$ cat src/rtl/cpu_pkg.sv
// Shared fetch-stage types and defaults.
package cpu_pkg;

  typedef enum logic [1:0] {
    BOOT,
    RUN,
    HALTING,
    HALTED
  } fetch_state_t;

  localparam int PC_INC     = 4;
  localparam int PC_W_DEF   = 10;
  localparam int INST_W_DEF = 32;

endpackage

$ cat src/rtl/fetch_skid_buf.sv
// One-entry {inst, pc} holding buffer for fetch-to-decode stalls.
module fetch_skid_buf
  import cpu_pkg::*;
#(
  parameter int PC_W   = PC_W_DEF,
  parameter int INST_W = INST_W_DEF
) (
  input  logic              clk,
  input  logic              rst,
  input  logic              load,
  input  logic              drain,
  input  logic              clear,
  input  logic [INST_W-1:0] load_inst,
  input  logic [PC_W-1:0]   load_pc,
  output logic              vld,
  output logic [INST_W-1:0] inst,
  output logic [PC_W-1:0]   pc
);

  always_ff @(posedge clk or negedge rst) begin
    if (!rst) begin
      vld  <= 1'b0;
      inst <= '0;
      pc   <= '0;
    end else if (clear) begin
      vld <= 1'b0;
    end else if (load) begin
      vld  <= 1'b1;
      inst <= load_inst;
      pc   <= load_pc;
    end else if (drain) begin
      vld <= 1'b0;
    end
  end

endmodule

$ cat src/rtl/fetch_sequencer.sv
// Fetch PC, 1-cycle imem sequencing, skid, halt/resume.
// Define FETCH_PERF_CNT_EN for stall/flush counters.
module fetch_sequencer
  import cpu_pkg::*;
#(
  parameter int              PC_W     = PC_W_DEF,
  parameter int              INST_W   = INST_W_DEF,
  parameter logic [PC_W-1:0] RESET_PC = '0
) (
  input  logic              clk,
  input  logic              rst,
  input  logic              stall,
  input  logic              flush,
  input  logic [PC_W-1:0]   flush_pc,
  input  logic              halt_req,
  input  logic              resume_req,
  output logic [PC_W-1:0]   imem_addr,
  input  logic [INST_W-1:0] imem_data,
  output logic              inst_valid,
  output logic [INST_W-1:0] inst,
  output logic [PC_W-1:0]   inst_pc,
  output logic              halted
`ifdef FETCH_PERF_CNT_EN
  ,
  output logic [31:0]       stall_cycles,
  output logic [31:0]       flush_count
`endif
);

  fetch_state_t      state;
  logic [PC_W-1:0]   pc_q;
  logic              rd_vld_q;
  logic [PC_W-1:0]   rd_pc_q;
  logic              skid_vld;
  logic [INST_W-1:0] skid_inst;
  logic [PC_W-1:0]   skid_pc;
  logic              issue;

  assign issue = (state == RUN) &&
                 (flush || !stall || (!skid_vld && !rd_vld_q));

  assign imem_addr = flush ? flush_pc : pc_q;

  assign inst_valid = !flush && (skid_vld || rd_vld_q);

  always_comb begin
    inst    = '0;
    inst_pc = '0;
    if (skid_vld) begin
      inst    = skid_inst;
      inst_pc = skid_pc;
    end else if (rd_vld_q) begin
      inst    = imem_data;
      inst_pc = rd_pc_q;
    end
  end

  fetch_skid_buf #(
    .PC_W   (PC_W),
    .INST_W (INST_W)
  ) u_skid (
    .clk       (clk),
    .rst       (rst),
    .load      (rd_vld_q && stall && !flush),
    .drain     (!stall),
    .clear     (flush),
    .load_inst (imem_data),
    .load_pc   (rd_pc_q),
    .vld       (skid_vld),
    .inst      (skid_inst),
    .pc        (skid_pc)
  );

  always_ff @(posedge clk or negedge rst) begin
    if (!rst) begin
      state    <= BOOT;
      pc_q     <= RESET_PC;
      rd_vld_q <= 1'b0;
      rd_pc_q  <= '0;
      halted   <= 1'b0;
    end else begin
      rd_vld_q <= issue;
      if (issue) begin
        rd_pc_q <= imem_addr;
        pc_q    <= imem_addr + PC_W'(PC_INC);
      end else if (flush) begin
        pc_q <= flush_pc;
      end
      unique case (state)
        BOOT: state <= RUN;
        RUN: if (halt_req) state <= HALTING;
        HALTING:
          if (!rd_vld_q && !skid_vld) begin
            state  <= HALTED;
            halted <= 1'b1;
          end
        HALTED:
          if (resume_req) begin
            state  <= RUN;
            halted <= 1'b0;
          end
        default: state <= BOOT;
      endcase
    end
  end

`ifdef FETCH_PERF_CNT_EN
  always_ff @(posedge clk or negedge rst) begin
    if (!rst) begin
      stall_cycles <= '0;
      flush_count  <= '0;
    end else begin
      if (inst_valid && stall && stall_cycles != '1)
        stall_cycles <= stall_cycles + 32'd1;
      if (flush && flush_count != '1)
        flush_count <= flush_count + 32'd1;
    end
  end
`endif

  // skid only fills from a live read, and a full skid blocks issue
  assert property (@(posedge clk) disable iff (!rst)
    !(skid_vld && rd_vld_q));

endmodule
$ cat config.mk
export PLATFORM = sky130hd
export DESIGN_NAME = fetch_sequencer
export DESIGN_NICKNAME = d
export VERILOG_FILES = /design/src/rtl/cpu_pkg.sv /design/src/rtl/fetch_skid_buf.sv /design/src/rtl/fetch_sequencer.sv
export SDC_FILE = /design/constraint.sdc
export NUM_CORES = 1
export LEC_CHECK = 0
export CAP_MARGIN = 5
export CORE_AREA = 2 2 89 91
export CTS_BUF_LIST = sky130_fd_sc_hd__clkbuf_8
export DETAILED_ROUTE_END_ITERATION = 16
export DIE_AREA = 0 0 91 93
export GPL_TIMING_DRIVEN = 0
export PLACE_DENSITY = 0.77
export SYNTH_ARGS = -nofsm -noshare
export SYNTH_HDL_FRONTEND = slang
export SYNTH_SLANG_ARGS = --single-unit
$ cat constraint.sdc
create_clock -name clk -period 1.6 [get_ports clk]
set_clock_uncertainty 0.2 [all_clocks]
set_input_delay 0.32 -clock clk [delete_from_list [all_inputs] [get_ports clk]]
set_output_delay 0.32 -clock clk [all_outputs]
set_load 0.01 [all_outputs]
==> flow_summary.yaml, run 1 <==
outcome:
  status: "finished, violations left"
  failed_checks: "negative setup slack"
yosys:
  seq_area_frac_synth_pct: 53.3
  synth_area_leader_cell: "dfrtp_1"
  synth_nets: 296
  ys.flop_type: "dfrtp_1"
  async_flop_share_pct: 100
  synth_common_cells: "dfrtp_1 (67), a22o_1 (43), mux2_2 (43), inv_1 (12), nand2_1 (11)"
  synth.avg_cell_area_um2: 12.9
  yosysTopAreaCellShare_pct: 53.3
  synth_seq_cells: 67
  yosys-top-cells-area: "dfrtp_1 (53%), mux2_2 (15%), a22o_1 (12%)"
  synth.cell_area_um2: 3150
  ys_warn_count: 0
  ys_types: 27
  syn_inst: 244
  synth-edff-count: 0
  synth_most_common_cell: "dfrtp_1"
setup_path:
  worst_path_largest_cell_delay_ns: 0.45
  slowest_stage: "dfrtp_2"
  rr_worst_depth: 8
  cp_top_family: "buffers and inverters"
  critical_path_required_ns: 1.08
  worstPathArrival_ns: 1.57
  path_buf_inv: 4
  critPathKind: "flip-flop to output port"
  path_cells: "buf_6 > buf_6 > clkbuf_16 > a22o_1 > buf_6"
  timing.rr.start: "u_skid.vld$_DFFE_PN0P_"
  r2r-end: "pc_q[2]$_DFF_PN0_"
  endpoint_kind: "output port"
  critPathLaunchType: "flip-flop"
  cp_common_cell: "buf_6"
  rrSetupSlack_ns: -0.38
  critPathMaxFanout: 5
detailed_routing:
  vias_per_cell: 5.20
  met1_length_um: 3620
  drc_errors: 0
  first_pass_iters: 4
  met2_length_um: 4640
  top_layer_used: "met4"
  drt-total-wl_um: 9080
  num_vias: 2697
  ant_nets: 0
  met3_length_um: 500
  post_drt_wl_per_cell_um: 17.5
  first_iter_violations: 80
pwr:
  leakagePower_nw: 2.44
  vdd_drop_max_mv: 0.961
  power.density_nw_per_um2: 1670
cts:
  cts.clk_slew.worst_paths_ns: 0.08
  cts_buffer_depth: 2
  cts_root_buf: "clkbuf_8"
  insertion_delay_ns: 0.34
  cts_made_buffers: 9
  cts_tree: "yes"
  ctsHtreeMaxLevel: 3
  cts.sinks: 67
timing:
  clock.fmax_mhz: 479
  fin_crit_sh_pct: 130
  max-slew-margin-rel_pct: 59.4
  min_period_ns: 2.09
  tightest_slew_ns: 0.609
  finalWorstSetupSlack_ns: -0.487
  drv_slew: 0
  hold_violations: 0
  setup_viol: 72
  rsz0062_at_grt: "true"
grt:
  grt_max_degree: 68
  grtUsageTotal_pct: 20.2
  overflow: 0
  grt_pass1_wl_um: 13500
  grt_pass1_vias: 2741
  antenna_found_initial: 1
placement:
  dp_hpwl_um: 5120
  place_congestion: 0.763
  io_buffers: 101
  place_inst: 447
cells_and_area:
  finalNetCount: 463
  post-route-util_pct: 67.3
  area.growth.synth_to_final_pct: 60.9
  stdcell_count: 519
  drive_above_1_share_pct: 51.4
run:
  cap_viol_max_count: 0
floorplanning:
  die-area_um2: 8460
  coreArea_um2: 7530
  ioPinCount: 102
  dieWidth_um: 91
  initial_core_util_pct: 41.8
  fp-row-count: 32
  fp.dieH_um: 93
hold_path:
  hp-start: "flush"
  whs_endpoint: "u_skid.vld$_DFFE_PN0P_"
  hold_path_depth: 4
  hold_path_class: "primary input to flip-flop"
[report_power, final]
| group | internal [mW] | total (mW) | switching, mW |
|---|---|---|---|
| Sequential | 2.48 | 2.94 | 0.467 |
| Clock | 0.636 | 1.30 | 0.663 |
| Combinational | 2.39 | 4.20 | 1.81 |
| Total | 5.50 | 8.44 | 2.94 |
[state kept, by name, indices dropped and copies added (netlist names)]
register	flops
u_skid.inst	32
pc_q	10
rd_pc_q	10
u_skid.pc	10
state	2
halted	1
rd_vld_q	1
u_skid.vld	1
[metal layers]
layer | up-vias | global-route usage (%)
li1 | 1227 | -
met4 | 0 | 8.46
met1 | 1347 | 23.7
met5 | - | 0
met2 | 98 | 35.7
met3 | 25 | 4.92
[layout make-up]
class                      instances  area, um2
antenna                            1       2.50
clock buffer                      11        151
timing repair buffer             158       1380
inverter                          13       51.3
buffer                            13        171
fill                             566       2460
sequential                        67       1680
multi-input combinational        148       1470
clock inverter                     5       28.8
tap                              102        128
timing repair inverter             1       7.51
[logic make-up (layout without fill, tap and decap cells)]
kind of cell / after synthesis / count (layout) / share of synthesized area [%]
AOI/OAI and AO/OA: 58 / 58 / 14.9
xor gates and xnor gates: 7 / 7 / 1.95
adders and majority gates: 4 / 4 / 1.59
buffers and inverters: 29 / 201 / 4.49
DFF: 67 / 67 / 53.3
muxes: 55 / 55 / 19.3
other: 0 / 1 / 0
and+or+nand+nor: 24 / 24 / 4.49
[cell usage in the layout (no fill, tap or decap), types with 4 or more instances in the layout]
| master | synthesis | layout |
|---|---|---|
| dfrtp_1 | 67 | 66 |
| a22o_1 | 43 | 43 |
| buf_4 | 4 | 39 |
| mux2_2 | 43 | 39 |
| buf_2 | 6 | 39 |
| clkdlybuf4s50_1 | 0 | 36 |
| buf_6 | 1 | 34 |
| clkbuf_8 | 0 | 12 |
| dlygate4sd2_1 | 0 | 10 |
| nand2_1 | 11 | 9 |
| inv_2 | 0 | 7 |
| inv_1 | 12 | 6 |
| o21ai_1 | 0 | 6 |
| mux2i_4 | 0 | 5 |
| xnor2_1 | 7 | 5 |
| mux2_4 | 0 | 4 |
| clkbuf_16 | 0 | 4 |
[worst register-to-register path, delay by kind of cell (launching register included)]
| kind | cells | cell delay, ns |
|---|---|---|
| AOI/OAI and AO/OA | 1 | 0.31 |
| and+or+nand+nor | 1 | 0.04 |
| buffers and inverters | 5 | 0.79 |
| DFF | 1 | 0.42 |
| xor gates and xnor gates | 1 | 0.12 |
[worst max-delay path by stage]
| stage | cells after the start | from | endpoint | slack, ns |
|---|---|---|---|---|
| floorplan | 6 | flush | pc_q[8]$_DFF_PN0_ | -0.04 |
| global route | 5 | u_skid.vld$_DFFE_PN0P_ | inst_pc[5] | -0.51 |
| CTS | 5 | u_skid.vld$_DFFE_PN0P_ | inst_pc[3] | -0.50 |
| detailed placement | 5 | flush | imem_addr[5] | -1.10 |
| finish | 5 | u_skid.vld$_DFFE_PN0P_ | inst_pc[5] | -0.49 |
| global placement | 1 | rst | u_skid.inst[22]$_DFFE_PN0P_ | -2.24 |
[through the flow]
step / hold slack [ns] / TNS [ns] / total power [mW] / setup WS [ns] / cell area, um2
finish: 0.212 / -23.41 / 8.44 / -0.487 / 5060
global placement: 0.275 / -224.11 / 6.14 / -2.24 / 4320
detailed placement: 0.282 / -77.36 / 6.28 / -1.10 / 4320
CTS: 0.102 / -18.69 / 7.87 / -0.496 / 4770
floorplan: -0.176 / -0.0381 / 4.82 / -0.0381 / 3180
global route: 0.222 / -26.80 / 8.94 / -0.507 / 5060
[timing repair]
item / in CTS / in global routing
gates resized for setup: 293 / 33
gates cloned: 3 / 3
endpoints found under the hold margin: 67 / 0
hold buffers: 1 / 0
endpoints found under the setup margin: 113 / 73
buffers inserted: 34 / 17
pin swaps: 9 / 11
Note: power is estimated with default switching activity, not from simulation.
==> inputs of run 2 (changes only) <==
Settings changed: CORE_AREA 2 2 89 91 to 2 2 80 101, DIE_AREA 0 0 91 93 to 0 0 82 103, REMOVE_ABC_BUFFERS set to 1.
==> run 2 against run 1 <==
The flow still finishes with violations (negative setup slack). Critical path type unchanged. Die area down 0.20%. Sequential power about the same. Cell area down 3.2%. Clock power up 4%.
==> flow_summary.yaml, run 2 (synthesis results as in run 1) <==
floorplanning:
  coreArea_um2: 7570
  initial_core_util_pct: 41.6
  dieWidth_um: 82
  die-area_um2: 8450
  fp-row-count: 36
  ioPinCount: 102
  fp.dieH_um: 103
timing:
  drv_slew: 0
  setup_viol: 75
  tightest_slew_ns: 0.611
  rsz0062_at_grt: "true"
  min_period_ns: 2.16
  clock.fmax_mhz: 462
  max-slew-margin-rel_pct: 59.3
  finalWorstSetupSlack_ns: -0.562
  hold_violations: 0
  fin_crit_sh_pct: 135
cts:
  cts.sinks: 67
  cts_root_buf: "clkbuf_8"
  cts.clk_slew.worst_paths_ns: 0.08
  cts_made_buffers: 9
  ctsHtreeMaxLevel: 3
  insertion_delay_ns: 0.34
  cts_buffer_depth: 2
  cts_tree: "yes"
detailed_routing:
  ant_nets: 0
  drc_errors: 0
  post_drt_wl_per_cell_um: 18.7
  drt-total-wl_um: 9430
  first_pass_iters: 4
  vias_per_cell: 5.31
  num_vias: 2671
  first_iter_violations: 109
cells_and_area:
  layout_common_cells: "dfrtp_1 (65), buf_2 (44), a22o_1 (43), mux2_2 (41), buf_4 (39)"
  largest_reg_flops: 32
  area.growth.synth_to_final_pct: 55.8
  antennaDiodeCount: 0
  finalNetCount: 455
  top_register: "u_skid.inst"
  drive_above_1_share_pct: 48.8
  fillers: 594
  stdcell_count: 503
  mostFrequentLayoutCell: "dfrtp_1"
setup_path:
  endpoint_kind: "output port"
  critPathKind: "flip-flop to output port"
  critical_path_required_ns: 1.08
  critPathMaxFanout: 6
  critPathLaunchType: "flip-flop"
  worstPathArrival_ns: 1.64
pwr:
  p_int_mw: 5.43
  leakagePower_nw: 2.41
  p_clk_share_pct: 16.2
  switching_share_pct: 34.9
  power.switching_mw: 2.91
  fin_total_pwr_mw: 8.34
  pwr-share-seq_pct: 35.1
  vdd_drop_max_mv: 0.895
  comb_power_share_pct: 48.7
  power.density_nw_per_um2: 1700
outcome:
  failed_checks: "negative setup slack"
  status: "finished, violations left"
placement:
  place_congestion: 0.674
  dp_hpwl_um: 4560
  place_inst: 425
  io_buffers: 101
grt:
  antenna_found_initial: 0
  grt_pass1_vias: 2657
  grt_max_degree: 68
  grt_pass1_wl_um: 13600
  grtUsageTotal_pct: 21.9
  overflow: 0
hold_path:
  hold_path_class: "primary input to flip-flop"
run:
  cap_viol_max_count: 0
run 2: worst paths after layout:
| kind | start | to | slack (ns) | cells past startpoint |
|---|---|---|---|---|
| worst max-delay path | u_skid.vld$_DFFE_PN0P_ | inst[25] | -0.56 | 5 |
| worst min-delay path | flush_pc[1] | pc_q[1]$_DFF_PN0_ | 0.17 | 2 |
| worst max register to register | u_skid.vld$_DFFE_PN0P_ | halted$_DFFE_PN0P_ | -0.29 | 8 |
| worst min register to register | rd_pc_q[6]$_DFFE_PN0P_ | rd_pc_q[6]$_DFFE_PN0P_ | 0.30 | 2 |
| max in group asynchronous | rst | u_skid.vld$_DFFE_PN0P_ | 0.38 | 2 |
| min in group asynchronous | rst | u_skid.inst[4]$_DFFE_PN0P_ | 0.35 | 2 |
run 2: final cells by class:
type                            count  area (um2)  share of cell area (%)
Multi-Input combinational cell    151        1470                    29.9
Clock buffer                        9         124                    2.53
Inverter                           13        53.8                    1.10
Tap cell                           95         119                    2.42
Sequential cell                    67        1680                    34.3
Clock inverter                      7        62.6                    1.28
Timing Repair Buffer              160        1390                    28.3
Timing Repair inverter              1        6.26                   0.128
run 2: power by group through the flow:
stage	combinational, mW	sequential, mW	clock [mW]
3_5_place_dp	3.18	2.98	0
6_report	4.06	2.93	1.35
2_1_floorplan	1.84	2.84	0
5_1_grt	4.38	3.01	1.44
4_1_cts	3.90	2.91	1.37
3_3_place_gp	3.02	2.92	0
run 2: routing by layer:
metal	wire (um)	GRT usage, %	part of all wire, %	up-vias
li1	-	-	-	1221
met1	3920	26.1	42	1343
met2	4800	38.8	51	92
met3	523	3.85	5.5	15
met4	190	9.10	2.0	0
met5	0	0	0	-
run 2: worst max-delay path, cell delays in order (launching register included):
cell	delay [ns]
dfrtp_4	0.50
buf_4	0.16
buf_6	0.13
clkbuf_16	0.16
a22o_1	0.20
buf_2	0.14
run 2: per-stage QoR:
step | TNS [ns] | util [%] | hold WS (ns) | setup WS, ns | area, um2
2_1_floorplan | -73.86 | - | -0.176 | -1.55 | 3060
3_3_place_gp | -371.44 | 55.3 | 0.274 | -3.45 | 4190
3_5_place_dp | -116.84 | 55.7 | 0.281 | -1.22 | 4210
4_1_cts | -23.59 | 63.8 | 0.156 | -0.566 | 4830
5_1_grt | -30.92 | 64.8 | 0.169 | -0.640 | 4900
6_report | -26.37 | 64.8 | 0.166 | -0.562 | 4900
run 2: repair_timing:
item	in CTS	in global routing
cloned	7	3
pin swaps	6	7
setup endpoints to repair	120	75
gates resized for setup	268	25
setup buffers	47	8
endpoints found under the hold margin	67	0
hold buffers	1	0
==> inputs of run 3 (changes only) <==
Settings changed: CORE_AREA 2 2 80 101 to 2 2 82 104, DIE_AREA 0 0 82 103 to 0 0 84 106, SYNTH_HIERARCHICAL set to 1.
==> run 3 against run 2 <==
The flow still finishes with violations (negative setup slack). Setup slack improved by 0.045 ns. Largest power group unchanged. Global-route usage is 0.45 points lower. Largest cell class is now multi-input gates. Non-clock buffer count up 11. Sequential cell count is the same. Sequential share of layout area shrank 3.3 points.
==> flow_summary.yaml, run 3 <==
outcome:
  status: "finished, violations left"
  failed_checks: "negative setup slack"
placement:
  place_congestion: 0.714
  io_buffers: 101
  dp_hpwl_um: 4880
  dp_slack_ns: -1.90
  place_inst: 432
floorplanning:
  fp.dieH_um: 106
  initial_core_util_pct: 42.5
  die-area_um2: 8900
  ioPinCount: 102
  fp-row-count: 37
  coreArea_um2: 8010
  dieWidth_um: 84
setup_path:
  critPathMaxFanout: 12
  path_cells: "nor2b_4 > buf_4 > buf_16 > a22o_1 > buf_2"
  critical_path_required_ns: 1.08
  worstPathArrival_ns: 1.60
  critPathKind: "flip-flop to output port"
  worst_path_largest_cell_delay_ns: 0.51
  cp_top_family: "flip-flops"
  endpoint_kind: "output port"
  path_buf_inv: 3
  critPathLaunchType: "flip-flop"
  slowest_stage: "dfrtp_4"
yosys:
  seq_area_frac_synth_pct: 49.2
  yosys-top-cells-area: "dfrtp_1 (49%), mux2_4 (18%), a22o_1 (11%)"
  synth.cell_area_um2: 3400
  yosysTopAreaCellShare_pct: 49.2
  synth-edff-count: 0
  synth_most_common_cell: "dfrtp_1"
  synth_seq_cells: 67
  synth_area_leader_cell: "dfrtp_1"
  ys_types: 30
  ys_warn_count: 6
  synth.avg_cell_area_um2: 13.6
  syn_inst: 250
  async_flop_share_pct: 100
  ys.flop_type: "dfrtp_1"
  synth_common_cells: "dfrtp_1 (67), a22o_1 (42), mux2_4 (40), mux2_2 (11)"
cells_and_area:
  stdcell_count: 516
  mostFrequentLayoutCell: "dfrtp_1"
  top_register: "u_skid/inst"
  finalNetCount: 466
  area.growth.synth_to_final_pct: 59.1
  drive_above_1_share_pct: 52.3
  antennaDiodeCount: 0
  layout_common_cells: "dfrtp_1 (66), mux2_4 (47), buf_2 (43), buf_4 (43), a22o_1 (42)"
  largest_reg_flops: 32
cts:
  cts_buffer_depth: 2
  cts_made_buffers: 9
  insertion_delay_ns: 0.34
  ctsHtreeMaxLevel: 3
  cts.clk_slew.worst_paths_ns: 0.07
  cts.sinks: 67
  cts_tree: "yes"
  cts_root_buf: "clkbuf_8"
detailed_routing:
  post_drt_wl_per_cell_um: 19.4
  vias_per_cell: 5.26
  first_iter_violations: 98
  num_vias: 2712
  first_pass_iters: 4
  drt-total-wl_um: 10000
  ant_nets: 0
  drc_errors: 0
pwr:
  power.switching_mw: 2.93
  switching_share_pct: 32.1
  leakagePower_nw: 2.62
  p_clk_share_pct: 18.7
  p_int_mw: 6.21
  vdd_drop_max_mv: 0.993
  fin_total_pwr_mw: 9.15
  comb_power_share_pct: 48.7
  power.density_nw_per_um2: 1690
  pwr-share-seq_pct: 32.6
grt:
  grt_max_degree: 68
  grt_pass1_wl_um: 15000
  grtUsageTotal_pct: 21.5
  grt_pass1_vias: 2855
  antenna_found_initial: 0
  overflow: 0
timing:
  max-slew-margin-rel_pct: 59.3
  holdWs_ns: 0.160
  min_period_ns: 2.12
  drv_slew: 0
  rsz0062_at_grt: "true"
  finalWorstSetupSlack_ns: -0.517
  finalSetupTns_ns: -35.61
  setup_viol: 117
  clock.fmax_mhz: 472
  hold_violations: 0
  fin_crit_sh_pct: 132
  tightest_slew_ns: 0.610
run:
  cap_viol_max_count: 0
hold_path:
  hold_path_class: "primary input to flip-flop"
run 3: changes by cell type in the layout (fill, tap and decap cells not counted), sizes merged, moves of 4 or more:
cell         before  now
buf             111  122
dlygate4sd2      11    7
inv              15   11
mux2             46   51
mux2i             9    5
nor2b             1    7
run 3: layout make-up:
cell class | instances | area [um2]
fill | 572 | 2590
multi-input combinational | 154 | 1690
sequential | 67 | 1680
timing repair buffer | 171 | 1640
clock buffer | 9 | 124
tap | 97 | 121
clock inverter | 7 | 116
inverter | 11 | 48.8
run 3: cell families (layout without fill, tap and decap cells):
logic type               after synthesis  in the layout  synth area share (%)
AO/OA/AOI/OAI                         60             60                  14.6
XOR/XNOR                               7              7                  1.80
adder cells (fa/ha/maj)                4              4                  1.47
buffers and inverters                 29            198                  5.66
flip-flops                            67             67                  49.2
multiplexers                          56             56                  22.7
AND/OR/NAND/NOR                       27             27                  4.45
run 3: power groups by stage:
stage	logic, mW	clock network (mW)	registers (mW)
3_3_place_gp	3.15	0	2.93
5_1_grt	4.74	1.82	3.06
6_report	4.46	1.71	2.98
3_5_place_dp	3.29	0	2.98
4_1_cts	4.23	1.73	2.95
2_1_floorplan	2.06	0	2.84
run 3: stage by stage:
stage	instance area [um2]	utilization (%)
finish	5420	67.6
detailed placement	4440	55.4
global route	5420	67.6
CTS	5260	65.7
global placement	4390	54.8
floorplan	3250	-
run 3: repair_timing:
item	in CTS	in global routing
hold buffers	1	0
hold endpoints to repair	67	0
setup buffers	46	13
gates cloned	9	2
resized for setup	289	21
pin swaps	8	10
endpoints found under the setup margin	121	118
run 3: final timing paths:
kind / end / start / slack, ns / cells past startpoint
worst max-delay path: inst[2] / u_skid/vld$_DFFE_PN0P_ / -0.52 / 5
worst min-delay path: u_skid/vld$_DFFE_PN0P_ / flush / 0.16 / 2
worst max register to register: pc_q[9]$_DFF_PN0_ / u_skid/vld$_DFFE_PN0P_ / -0.49 / 6
worst min register to register: u_skid/inst[16]$_DFFE_PN0P_ / u_skid/inst[16]$_DFFE_PN0P_ / 0.32 / 1
max in group asynchronous: u_skid/vld$_DFFE_PN0P_ / rst / 0.40 / 2
min in group asynchronous: halted$_DFFE_PN0P_ / rst / 0.34 / 2
run 3: metal layers:
metal | share of wire, % | routed length (um) | GRT usage (%)
met1 | 40 | 4020 | 25.9
met2 | 53 | 5290 | 37.8
met3 | 4.1 | 413 | 3.96
met4 | 2.7 | 270 | 8.76
met5 | 0 | 0 | 0
